`src/rtl/branch_redirect_unit.sv`:
```
// Branch redirect unit: turns resolved branch outcomes into fetch redirects, flushes and predictor updates.
// Optional saturating statistics counters are built when BRANCH_STATS_EN is defined.
module branch_redirect_unit #(
    parameter int PC_W  = 64,
    parameter int CNT_W = 32
) (
    input  logic            clk_i,
    input  logic            rstn_i,
    input  logic            valid_i,
    input  logic            is_branch_i,
    input  logic [PC_W-1:0] pc_i,
    input  logic            taken_i,
    input  logic [PC_W-1:0] result_i,
    input  logic            pred_taken_i,
    input  logic [PC_W-1:0] pred_addr_i,
    output logic            redirect_valid_o,
    output logic [PC_W-1:0] redirect_pc_o,
    input  logic            redirect_ready_i,
    output logic            flush_o,
    output logic            busy_o,
    output logic            bp_update_valid_o,
    output logic [PC_W-1:0] bp_update_pc_o,
    output logic            bp_update_taken_o,
    output logic [PC_W-1:0] bp_update_target_o,
    output logic [CNT_W-1:0] resolved_cnt_o,
    output logic [CNT_W-1:0] mispredict_cnt_o
);

    typedef enum logic {IDLE, REDIRECT} state_t;

    state_t state;
    logic   accept;
    logic   mispredict;

    // busy_o is the registered REDIRECT indicator, so acceptance has no output-to-input loop
    assign accept     = valid_i & is_branch_i & ~busy_o;
    assign mispredict = (taken_i != pred_taken_i) | (result_i != pred_addr_i);

    always_ff @(posedge clk_i or negedge rstn_i) begin
        if (!rstn_i) begin
            state            <= IDLE;
            redirect_valid_o <= 1'b0;
            redirect_pc_o    <= '0;
            flush_o          <= 1'b0;
            busy_o           <= 1'b0;
        end else begin
            case (state)
                IDLE: begin
                    if (accept && mispredict) begin
                        state            <= REDIRECT;
                        redirect_pc_o    <= result_i;
                        redirect_valid_o <= 1'b1;
                        flush_o          <= 1'b1;
                        busy_o           <= 1'b1;
                    end
                end
                REDIRECT: begin
                    if (redirect_ready_i) begin
                        state            <= IDLE;
                        redirect_valid_o <= 1'b0;
                        flush_o          <= 1'b0;
                        busy_o           <= 1'b0;
                    end
                end
                default: begin
                    state            <= IDLE;
                    redirect_valid_o <= 1'b0;
                    flush_o          <= 1'b0;
                    busy_o           <= 1'b0;
                end
            endcase
        end
    end

    // Update payload holds its last value between pulses; only the valid bit pulses
    always_ff @(posedge clk_i or negedge rstn_i) begin
        if (!rstn_i) begin
            bp_update_valid_o  <= 1'b0;
            bp_update_pc_o     <= '0;
            bp_update_taken_o  <= 1'b0;
            bp_update_target_o <= '0;
        end else begin
            bp_update_valid_o <= accept;
            if (accept) begin
                bp_update_pc_o     <= pc_i;
                bp_update_taken_o  <= taken_i;
                bp_update_target_o <= result_i;
            end
        end
    end

`ifdef BRANCH_STATS_EN
    logic [CNT_W-1:0] resolved_q;
    logic [CNT_W-1:0] mispredict_q;

    always_ff @(posedge clk_i or negedge rstn_i) begin
        if (!rstn_i) begin
            resolved_q   <= '0;
            mispredict_q <= '0;
        end else begin
            if (accept && !(&resolved_q))
                resolved_q <= resolved_q + 1'b1;
            if (accept && mispredict && !(&mispredict_q))
                mispredict_q <= mispredict_q + 1'b1;
        end
    end

    assign resolved_cnt_o   = resolved_q;
    assign mispredict_cnt_o = mispredict_q;
`else
    assign resolved_cnt_o   = '0;
    assign mispredict_cnt_o = '0;
`endif

endmodule
```
`config.mk`:
```
export PLATFORM = sky130hd
export DESIGN_NAME = branch_redirect_unit
export DESIGN_NICKNAME = d
export VERILOG_FILES = /design/src/rtl/branch_redirect_unit.sv
export SDC_FILE = /design/constraint.sdc
export NUM_CORES = 1
export LEC_CHECK = 0
export BUFFER_PORTS_ARGS = -buffer_cell sky130_fd_sc_hd__buf_2
export CORE_AREA = 2 2 177 179
export CTS_CLUSTER_SIZE = 20
export DETAILED_ROUTE_END_ITERATION = 10
export DIE_AREA = 0 0 179 181
export GPL_TIMING_DRIVEN = 0
export HOLD_SLACK_MARGIN = 0.05
export PLACE_DENSITY_LB_ADDON = 0.12
export SKIP_CTS_REPAIR_TIMING = 1
export SLEW_MARGIN = 20
export SYNTH_ARGS = -nofsm -noshare
export SYNTH_HDL_FRONTEND = slang
export SYNTH_SLANG_ARGS = --single-unit
```
`constraint.sdc`:
```
create_clock -name clk_i -period 1.66 [get_ports clk_i]
set_input_delay 0.083 -clock clk_i [delete_from_list [all_inputs] [get_ports clk_i]]
set_output_delay 0.083 -clock clk_i [all_outputs]
set_load 0.03 [all_outputs]
```
; ---- Word level (Yosys, flattened, before mapping)
; Index checks and enable logic that the tools add are counted.
[totals]
ff_bits = 196
out_inout_bits = 261
wordCells = 25
[op_classes]
n_eq_ne = 4
mux = 6
bitwise = 5
n_reduce_logical = 3
[op_table]
columns = op, n
row1 = 64-bit inequality test, 1
row2 = 1-bit 2-to-1 mux, 4
row3 = 2-bit inequality test (second input constant), 2
row4 = 1-bit one-hot mux with 2 select lines, 2
row5 = 2-bit AND reduction, 2
row6 = 1-bit bitwise AND, 2
row7 = 1-bit NOT, 2
row8 = 1-bit logical AND, 1
row9 = 1-bit inequality test, 1
row10 = 1-bit bitwise OR, 1

; ---- Longest topological paths before layout
; Gate-level depths: netlist (run 1).
[depth]
depth_word = 5
depth_mapped = 8
ltp_nobuf = 6

; ---- Least setup slack after synthesis (run 1)
; Ideal clock, no wire load.
[synth_path]
path_type = reg2reg
from = reg busy_o
to = reg redirect_pc_o[10]
setup_ns = 0.128
t_arrival_ns = 1.789
slack_ns = -0.257
path_stages_with_launch = 8
n_path_buf = 3
period_less_slack_ns = 1.917
cell_sequence = dfrtp_1 > or2_2 > clkbuf_1 > inv_1 > o311ai_2 > buf_6 > buf_6 > mux2_1
[synth_between]
elab_chain_cells = 4
[synth_lines]
columns = element, line_no
row1 = from (decl), 20  ; output logic busy_o,
row2 = from (signal assigned), 45  ; busy_o <= 1'b0;
row3 = from (signal assigned), 54  ; busy_o <= 1'b1;
row4 = from (signal assigned), 62  ; busy_o <= 1'b0;
row5 = 1-bit NOT, 36  ; assign accept = valid_i & is_branch_i & ~busy_o;
row6 = 1-bit bitwise AND, 36
row7 = 1-bit logical AND, 49  ; if (accept && mispredict) begin
row8 = 2-bit AND reduction (no source line), n/a
row9 = to (signal assigned), 51  ; redirect_pc_o <= result_i;
row10 = to (decl), 17  ; output logic [PC_W-1:0] redirect_pc_o,
; No other way between the ends.
; A chain may end at the register's enable or synchronous reset.

; ---- Final worst setup path (run 1)
[layout_path]
from = in pred_addr_i[21]
to = reg redirect_pc_o[9]
[layout_between]
elab_chain_cells = 4
[layout_lines]
columns = element, line_no
row1 = from (decl), 15  ; input logic [PC_W-1:0] pred_addr_i,
row2 = 64-bit inequality test, 37  ; assign mispredict = (taken_i != pred_taken_i) | (result_i != pred_addr_i);
row3 = 1-bit bitwise OR, 37
row4 = 1-bit logical AND, 49
row5 = 2-bit AND reduction (no source line), n/a
; No other way between the ends.

==> metrics.md, run 1 <==
| Metric | Value |
|---|---|
| Areal power density over the cells | `1870 nW/um^2` |
| Number of maximum-capacitance constraint violations | `0` |
| Netlist Area Pre-Place | `8510 sq um` |
| TritonCTS clock tree | `built` |
| Pleak | `7.45 nW` |
| Worst endpoint required time | `1.98 ns` |
| Initial DRT Pass Iterations | `4` |
| Maximum resistive drop on vdd | `0.764 mV` |
| Clk buf depth | `2` |
| Worst Tran Pin Value | `0.533 ns` |
| Layout overhead on the synthesized area | `60.2%` |
| Number of nets at the end of the flow | `1658` |
| Setup violations, final | `65` |
| Detailed-route via count | `7714` |
| Number of H-tree branching levels | `4` |
| Clock input transition at the sequential cells of the worst setup and hold paths | `0.07 ns` |
| Fraction of the yosys area taken by sequential cells | `57.6%` |
| Category of the most critical setup path | `input port to register` |
| Mean post-synth cell area | `10.0 sq um` |
| Core area | `30300 sq um` |
| Seq cells post-synth | `196` |
| Num rows | `64` |
| Min cycle time layout | `1.94 ns` |
| RePlAce Congestion | `0.780` |
| Most used standard cells in the synthesized netlist | `392 x sky130_fd_sc_hd__nand2_1, 196 x sky130_fd_sc_hd__dfrtp_1, 68 x sky130_fd_sc_hd__buf_4, 47 x sky130_fd_sc_hd__xnor2_1, 38 x sky130_fd_sc_hd__mux2_1` |
| ANT nets after route | `0` |
| Hold Violations, Final | `2` |
| Fin cells | `1869` |
| Share of post-route cells with drive strength above 1 | `40.6%` |
| Yosys Warn Count | `0` |
| Cells after Synth | `847` |
| Average vias per placed instance | `4.13` |
| Count of pins on the block boundary | `460` |
| Largest net degree at the start of global routing | `86` |
| Cell at the root of the clock tree | `sky130_fd_sc_hd__clkbuf_16` |
| Die ar. | `32400 sq um` |
| Data arrival time at the worst-slack endpoint | `2.26 ns` |
| Worst-path fanout max | `10` |
| Detailed Route Iter0 Violations | `231` |
| Launching point of the worst reg2reg path | `busy_o` |
| Clk Latency, worst-skew pair | `0.44 ns` |
| Main synth FF type | `sky130_fd_sc_hd__dfrtp_1` |
| Kind of start point of the critical path | `input port` |
| Total wire length | `32700 um` |
| Yosys top cell area share | `57.6%` |
| Hold_ws | `-0.101 ns` |
| Number of antenna violations at the first check in global routing | `2` |
| Violated checks | `negative hold slack, negative setup slack` |
| Count of input and output buffers | `395` |
| Min-Delay Startpoint | `result_i[21]` |
| Worst Clk Skew | `0.0105 ns` |
| Cell taking the most area after synthesis | `sky130_fd_sc_hd__dfrtp_1` |
| Count of distinct cell types in the synthesized netlist | `19` |
| Launch point of the critical path | `pred_addr_i[21]` |
| Async set or reset register ratio after synthesis | `100%` |
| Number of fill cells | `3050` |
| Number of synthesized flops with an enable pin | `0` |
| Global-route wire length before repair | `44700 um` |
| Max-slew violation count | `0` |
| Synth area leaders | `sky130_fd_sc_hd__dfrtp_1 58%, sky130_fd_sc_hd__nand2_1 17%, sky130_fd_sc_hd__buf_4 6.0%` |
| Cell count after placement | `1703` |
| Clock sink count | `196` |
| PnR worst setup slack | `-0.282 ns` |
| Count of unresolved DRC violations after routing | `0` |
| Overall overflow remaining after global route | `0` |
| Class of the most critical hold timing path | `input port to register` |
| Portion of the clock cycle consumed by the worst path in the final layout | `117%` |
| Initial cell density of the core | `28.0%` |
| Floorplan die width | `179 um` |
| RSZ-0062 raised after global routing | `true` |
| Number of global-route vias before repair | `7137` |
| Detail-routed net length per standard cell | `17.5 um` |
| Total clock buffers created by CTS | `17` |
| Overall Global Routing Usage | `19.0%` |
| Peak clock frequency supported by timing | `0.515 GHz` |
| Outcome | `finished, violations left` |
| Normalized max-slew margin | `64.5%` |
| Overall die height | `181 um` |
| Leading cell type by number of instances after synthesis | `sky130_fd_sc_hd__nand2_1` |
| HPWL Detailed | `24300 um` |
| Worst Setup End Kind | `register` |
[sequential cells by signal, summed over array words and instances (netlist names)]
register / flops
state: 1
busy_o: 1
bp_update_pc_o: 64
bp_update_taken_o: 1
bp_update_target_o: 64
redirect_pc_o: 64
bp_update_valid_o: 1
[per-layer routing]
metal / up-vias / share of wire, % / track usage, %
met5: - / 0.040 / 0
met4: 2 / 2.3 / 6.41
met3: 33 / 7.3 / 5.72
met2: 303 / 50 / 32.2
met1: 3628 / 40 / 22.8
li1: 3748 / - / -
[stage by stage]
stage / worst slack (ns) / utilization [%] / cell area, sq um / power (mW) / setup TNS [ns]
finish: -0.282 / 44.9 / 13600 / 25.4 / -15.03
global route: -0.323 / 44.9 / 13600 / 26.9 / -17.50
CTS: -0.958 / 39.4 / 12000 / 25.0 / -122.40
detailed placement: -1.18 / 37.2 / 11300 / 20.2 / -152.72
global placement: -3.53 / 37.0 / 11200 / 20.1 / -765.18
floorplan: -0.0879 / - / 8770 / 16.0 / -3.32
[layout make-up]
cell class / instances / area, sq um / share of cell area [%]
well taps: 396 / 495 / 3.63
plain buffers: 102 / 803 / 5.89
inverters: 2 / 10.0 / 0.0734
repair buffers: 530 / 3400 / 25.0
diodes: 1 / 2.50 / 0.0184
multi-input cells: 610 / 3350 / 24.6
clock inverters: 15 / 235 / 1.73
flip-flops and latches: 196 / 4910 / 36.0
clock buffers: 17 / 425 / 3.12
[layout by cell type (no fill, tap or decap), types with 11 or more instances in the layout]
cell                            netlist  final
sky130_fd_sc_hd__xnor2_1             47     42
sky130_fd_sc_hd__xor2_1              18     18
sky130_fd_sc_hd__clkbuf_2             0     12
sky130_fd_sc_hd__dfrtp_1            196    195
sky130_fd_sc_hd__buf_4               68     78
sky130_fd_sc_hd__conb_1               1     64
sky130_fd_sc_hd__mux2_1              38     15
sky130_fd_sc_hd__nand4_1             11     11
sky130_fd_sc_hd__mux2_2              26     26
sky130_fd_sc_hd__mux2_4               0     23
sky130_fd_sc_hd__dlygate4sd3_1        0    130
sky130_fd_sc_hd__buf_2                0    394
sky130_fd_sc_hd__nand2_1            392    392
sky130_fd_sc_hd__clkbuf_16            0     18
[where the power goes]
group	total, mW	switching, mW	internal (mW)
clock	4.75	2.03	2.72
combinational	12.3	8.45	3.89
sequential	8.36	1.22	7.13
total	25.4	11.7	13.7
[critical path: stages]
cell                       delay [ns]
sky130_fd_sc_hd__buf_8           0.10
sky130_fd_sc_hd__xnor2_4         0.17
sky130_fd_sc_hd__nand4_1         0.34
sky130_fd_sc_hd__nor4_4          0.38
sky130_fd_sc_hd__nand3_2         0.14
sky130_fd_sc_hd__o311ai_4        0.29
sky130_fd_sc_hd__buf_6           0.23
sky130_fd_sc_hd__buf_12          0.18
sky130_fd_sc_hd__mux2_1          0.32
[logic make-up (layout without fill, tap and decap cells)]
logic type / after synthesis / count (layout) / share of synthesized area (%)
AOI/OAI and AO/OA: 2 / 2 / 0.250
xor gates and xnor gates: 65 / 65 / 6.69
buffers and inverters: 104 / 666 / 8.03
DFF: 196 / 196 / 57.6
muxes: 64 / 64 / 8.47
other: 1 / 65 / 0.0441
and+or+nand+nor: 415 / 415 / 18.9
[worst paths after layout]
check / slack (ns) / endpoint / depth (start not counted)
hold reg to reg: 0.47 / bp_update_pc_o[43] / 2
max in group asynchronous: 0.65 / bp_update_target_o[16] / 3
min in group asynchronous: 0.18 / bp_update_pc_o[0] / 2
hold / removal: -0.10 / bp_update_target_o[21] / 3
setup reg to reg: -0.24 / redirect_pc_o[27] / 7
setup / recovery: -0.28 / redirect_pc_o[9] / 9
(Power assumes the default switching activity.)
==> run 2: changes to the inputs <==
==> constraint.sdc (replaced) <==
create_clock -name clk_i -period 2 [get_ports clk_i]
set_input_delay 0.1 -clock clk_i [delete_from_list [all_inputs] [get_ports clk_i]]
set_output_delay 0.1 -clock clk_i [all_outputs]
set_load 0.03 [all_outputs]
==> run 2 against run 1 <==
Compared with the run above:
- global-route usage decreased by 0.21 points
- critical endpoint is now redirect_pc_o[25]
- power decreased by 20%
- critical path type is now register to register
- the run now ends clean
- non-clock buffer count increased by 1
==> metrics.md, run 2 (synthesized netlist as in run 1, its figures left out) <==
| Metric | Value |
|---|---|
| Areal power density over the cells | `1520 nW/um^2 (-18%)` |
| Detail-routed net length per standard cell | `16.9 um (-3.2%)` |
| Cell at the root of the clock tree | `sky130_fd_sc_hd__clkbuf_16` |
| Worst-path fanout max | `10 (unchanged)` |
| Initial DRT Pass Iterations | `4 (unchanged)` |
| Normalized max-slew margin | `52.9% (-12 points)` |
| Critical-path cell with the highest stage delay | `sky130_fd_sc_hd__dfrtp_2` |
| Layout overhead on the synthesized area | `57.5%` |
| ANT nets after route | `0 (unchanged)` |
| RSZ-0062 raised after global routing | `true` |
| Largest registers | `bp_update_pc_o (64), bp_update_target_o (64), redirect_pc_o (64)` |
| Launching point of the worst reg2reg path | `busy_o` |
| Count of pins on the block boundary | `460 (unchanged)` |
| Number of antenna violations at the first check in global routing | `2 (unchanged)` |
| Floorplan die width | `179 um (unchanged)` |
| Average vias per placed instance | `4.10 (-0.68%)` |
| Detailed-route via count | `7666 (-0.62%)` |
| Largest net degree at the start of global routing | `89 (+3.5%)` |
| Global-route wire length before repair | `44300 um (-0.80%)` |
| Total clock buffers created by CTS | `17 (unchanged)` |
| Peak clock frequency supported by timing | `0.512 GHz` |
| Launch point of the critical path | `busy_o` |
| TritonCTS clock tree | `built` |
| Max-slew violation count | `0 (unchanged)` |
| Met3 layer usage reported by global route | `5.11% (-0.61 points)` |
| Min cycle time layout | `1.95 ns` |
| Final core utilization | `44.2% (-0.75 points)` |
| Worst endpoint required time | `2.32 ns (+0.34 ns)` |
| Worst path cell trace | `or2_2 -> clkbuf_1 -> inv_2 -> o311ai_4 -> buf_6 -> buf_12 -> mux2_4` |
| Clk Latency, worst-skew pair | `0.44 ns (about the same)` |
| Commonest non-fill, non-tap cell in the layout | `sky130_fd_sc_hd__buf_2` |
| Most utilized layer in the global route result | `met2` |
| Initial cell density of the core | `28.0% (unchanged)` |
| RePlAce Congestion | `0.771 (-1.1%)` |
| Hold Violations, Final | `0 (-2)` |
| Met2 usage in global routing | `32.8% (+0.62 points)` |
| Category of the most critical setup path | `register to register` |
| Kind of start point of the critical path | `register` |
| Count of unresolved DRC violations after routing | `0 (unchanged)` |
| Detailed Route Iter0 Violations | `259 (+12%)` |
| Class of the most critical hold timing path | `input port to asynchronous set/reset pin` |
| Post-placement worst setup slack | `-0.861 ns (+0.320 ns)` |
| Maximum resistive drop on vdd | `0.681 mV (-11%)` |
| Pleak | `7.34 nW (-1.6%)` |
| Number of nets at the end of the flow | `1659 (+0.060%)` |
| Portion of the clock cycle consumed by the worst path in the final layout | `97.7%` |
| Clock input transition at the sequential cells of the worst setup and hold paths | `0.08 ns (about the same)` |
| Data arrival time at the worst-slack endpoint | `2.27 ns (about the same)` |
| Worst Setup End Kind | `register` |
| Number of global-route vias before repair | `7165 (+0.39%)` |
| Commonest non-fill, non-tap cells in the layout | `397 x sky130_fd_sc_hd__buf_2, 392 x sky130_fd_sc_hd__nand2_1, 195 x sky130_fd_sc_hd__dfrtp_1` |
| Overall die height | `181 um (unchanged)` |
| PnR worst setup slack | `0.0454 ns (+0.328 ns)` |
| Clock sink count | `196 (unchanged)` |
| Clk buf depth | `2 (unchanged)` |
| Total wire length | `31700 um (-3.2%)` |
| Num rows | `64 (unchanged)` |
| Worst Clk Skew | `0.0122 ns (+0.00173 ns)` |
| Outcome | `finished, final reports clean` |
| Core area | `30300 sq um (unchanged)` |
| Number of H-tree branching levels | `4 (unchanged)` |
| Share of post-route cells with drive strength above 1 | `39.6% (-0.91 points)` |
| HPWL Detailed | `23800 um (-2.0%)` |
| Met1 track demand over resource in global routing | `22.8% (-0.052 points)` |
| Setup violations, final | `0 (-100%)` |
| Die ar. | `32400 sq um (unchanged)` |
| Worst Tran Pin Value | `0.706 ns (+0.173 ns)` |
| Overall overflow remaining after global route | `0 (unchanged)` |
| Number of maximum-capacitance constraint violations | `0 (unchanged)` |
| Count of input and output buffers | `395 (unchanged)` |
| Overall Global Routing Usage | `18.8% (-0.21 points)` |
| Peak per-stage delay on the critical path | `0.47 ns (+0.09 ns)` |
==> run 2: layout make-up <==
| type | instances | area (sq um) |
|---|---|---|
| Antenna cell | 1 | 2.50 |
| Buffer | 102 | 742 |
| Clock buffer | 18 | 439 |
| Clock inverter | 14 | 118 |
| Fill cell | 3094 | 16900 |
| Inverter | 2 | 7.51 |
| Multi-Input combinational cell | 610 | 3310 |
| Sequential cell | 196 | 4910 |
| Tap cell | 396 | 495 |
| Timing Repair Buffer | 531 | 3390 |
==> run 2: routing by layer <==
layer,share of wire (%),routed length (um)
met3,7.4,2350
met5,0.035,11
met4,1.1,348
met1,41,13000
met2,50,16000
==> run 2: power breakdown <==
| group | total (mW) | internal, mW | switching, mW |
|---|---|---|---|
| Sequential | 6.92 | 5.92 | 0.997 |
| Combinational | 10.1 | 3.17 | 6.97 |
| Clock | 3.36 | 1.67 | 1.69 |
==> run 2: final timing paths <==
check,end,slack [ns],depth (start not counted)
worst max register to register,redirect_pc_o[25],0.05,7
worst min-delay path,bp_update_pc_o[3],0.13,2
min in group clk_i,bp_update_pc_o[3],0.37,4
max in group asynchronous,redirect_pc_o[23],0.72,4
worst min register to register,bp_update_target_o[13],0.47,2
worst max-delay path,redirect_pc_o[25],0.05,7
==> run 2: critical path, delay by kind of cell, from the launching register on <==
family,cells,cell delay [ns]
AND/OR/NAND/NOR,1,0.31
flip-flops,1,0.47
multiplexers,1,0.30
buffers and inverters,4,0.62
AO/OA/AOI/OAI,1,0.12
==> run 2: through the flow <==
step                      hold WS, ns  instances  TNS (ns)  power, mW  cell area [sq um]
after floorplan                -0.196        910         0       13.2               8750
after detailed placement       0.0302       1703   -115.58       16.7              11300
after CTS                      -0.455       1735    -85.02       20.2              11800
after global placement          0.292       1701   -662.88       16.6              11200
after global routing            0.177       1870     -1.22       21.7              13400
final                           0.135       1870         0       20.4              13400
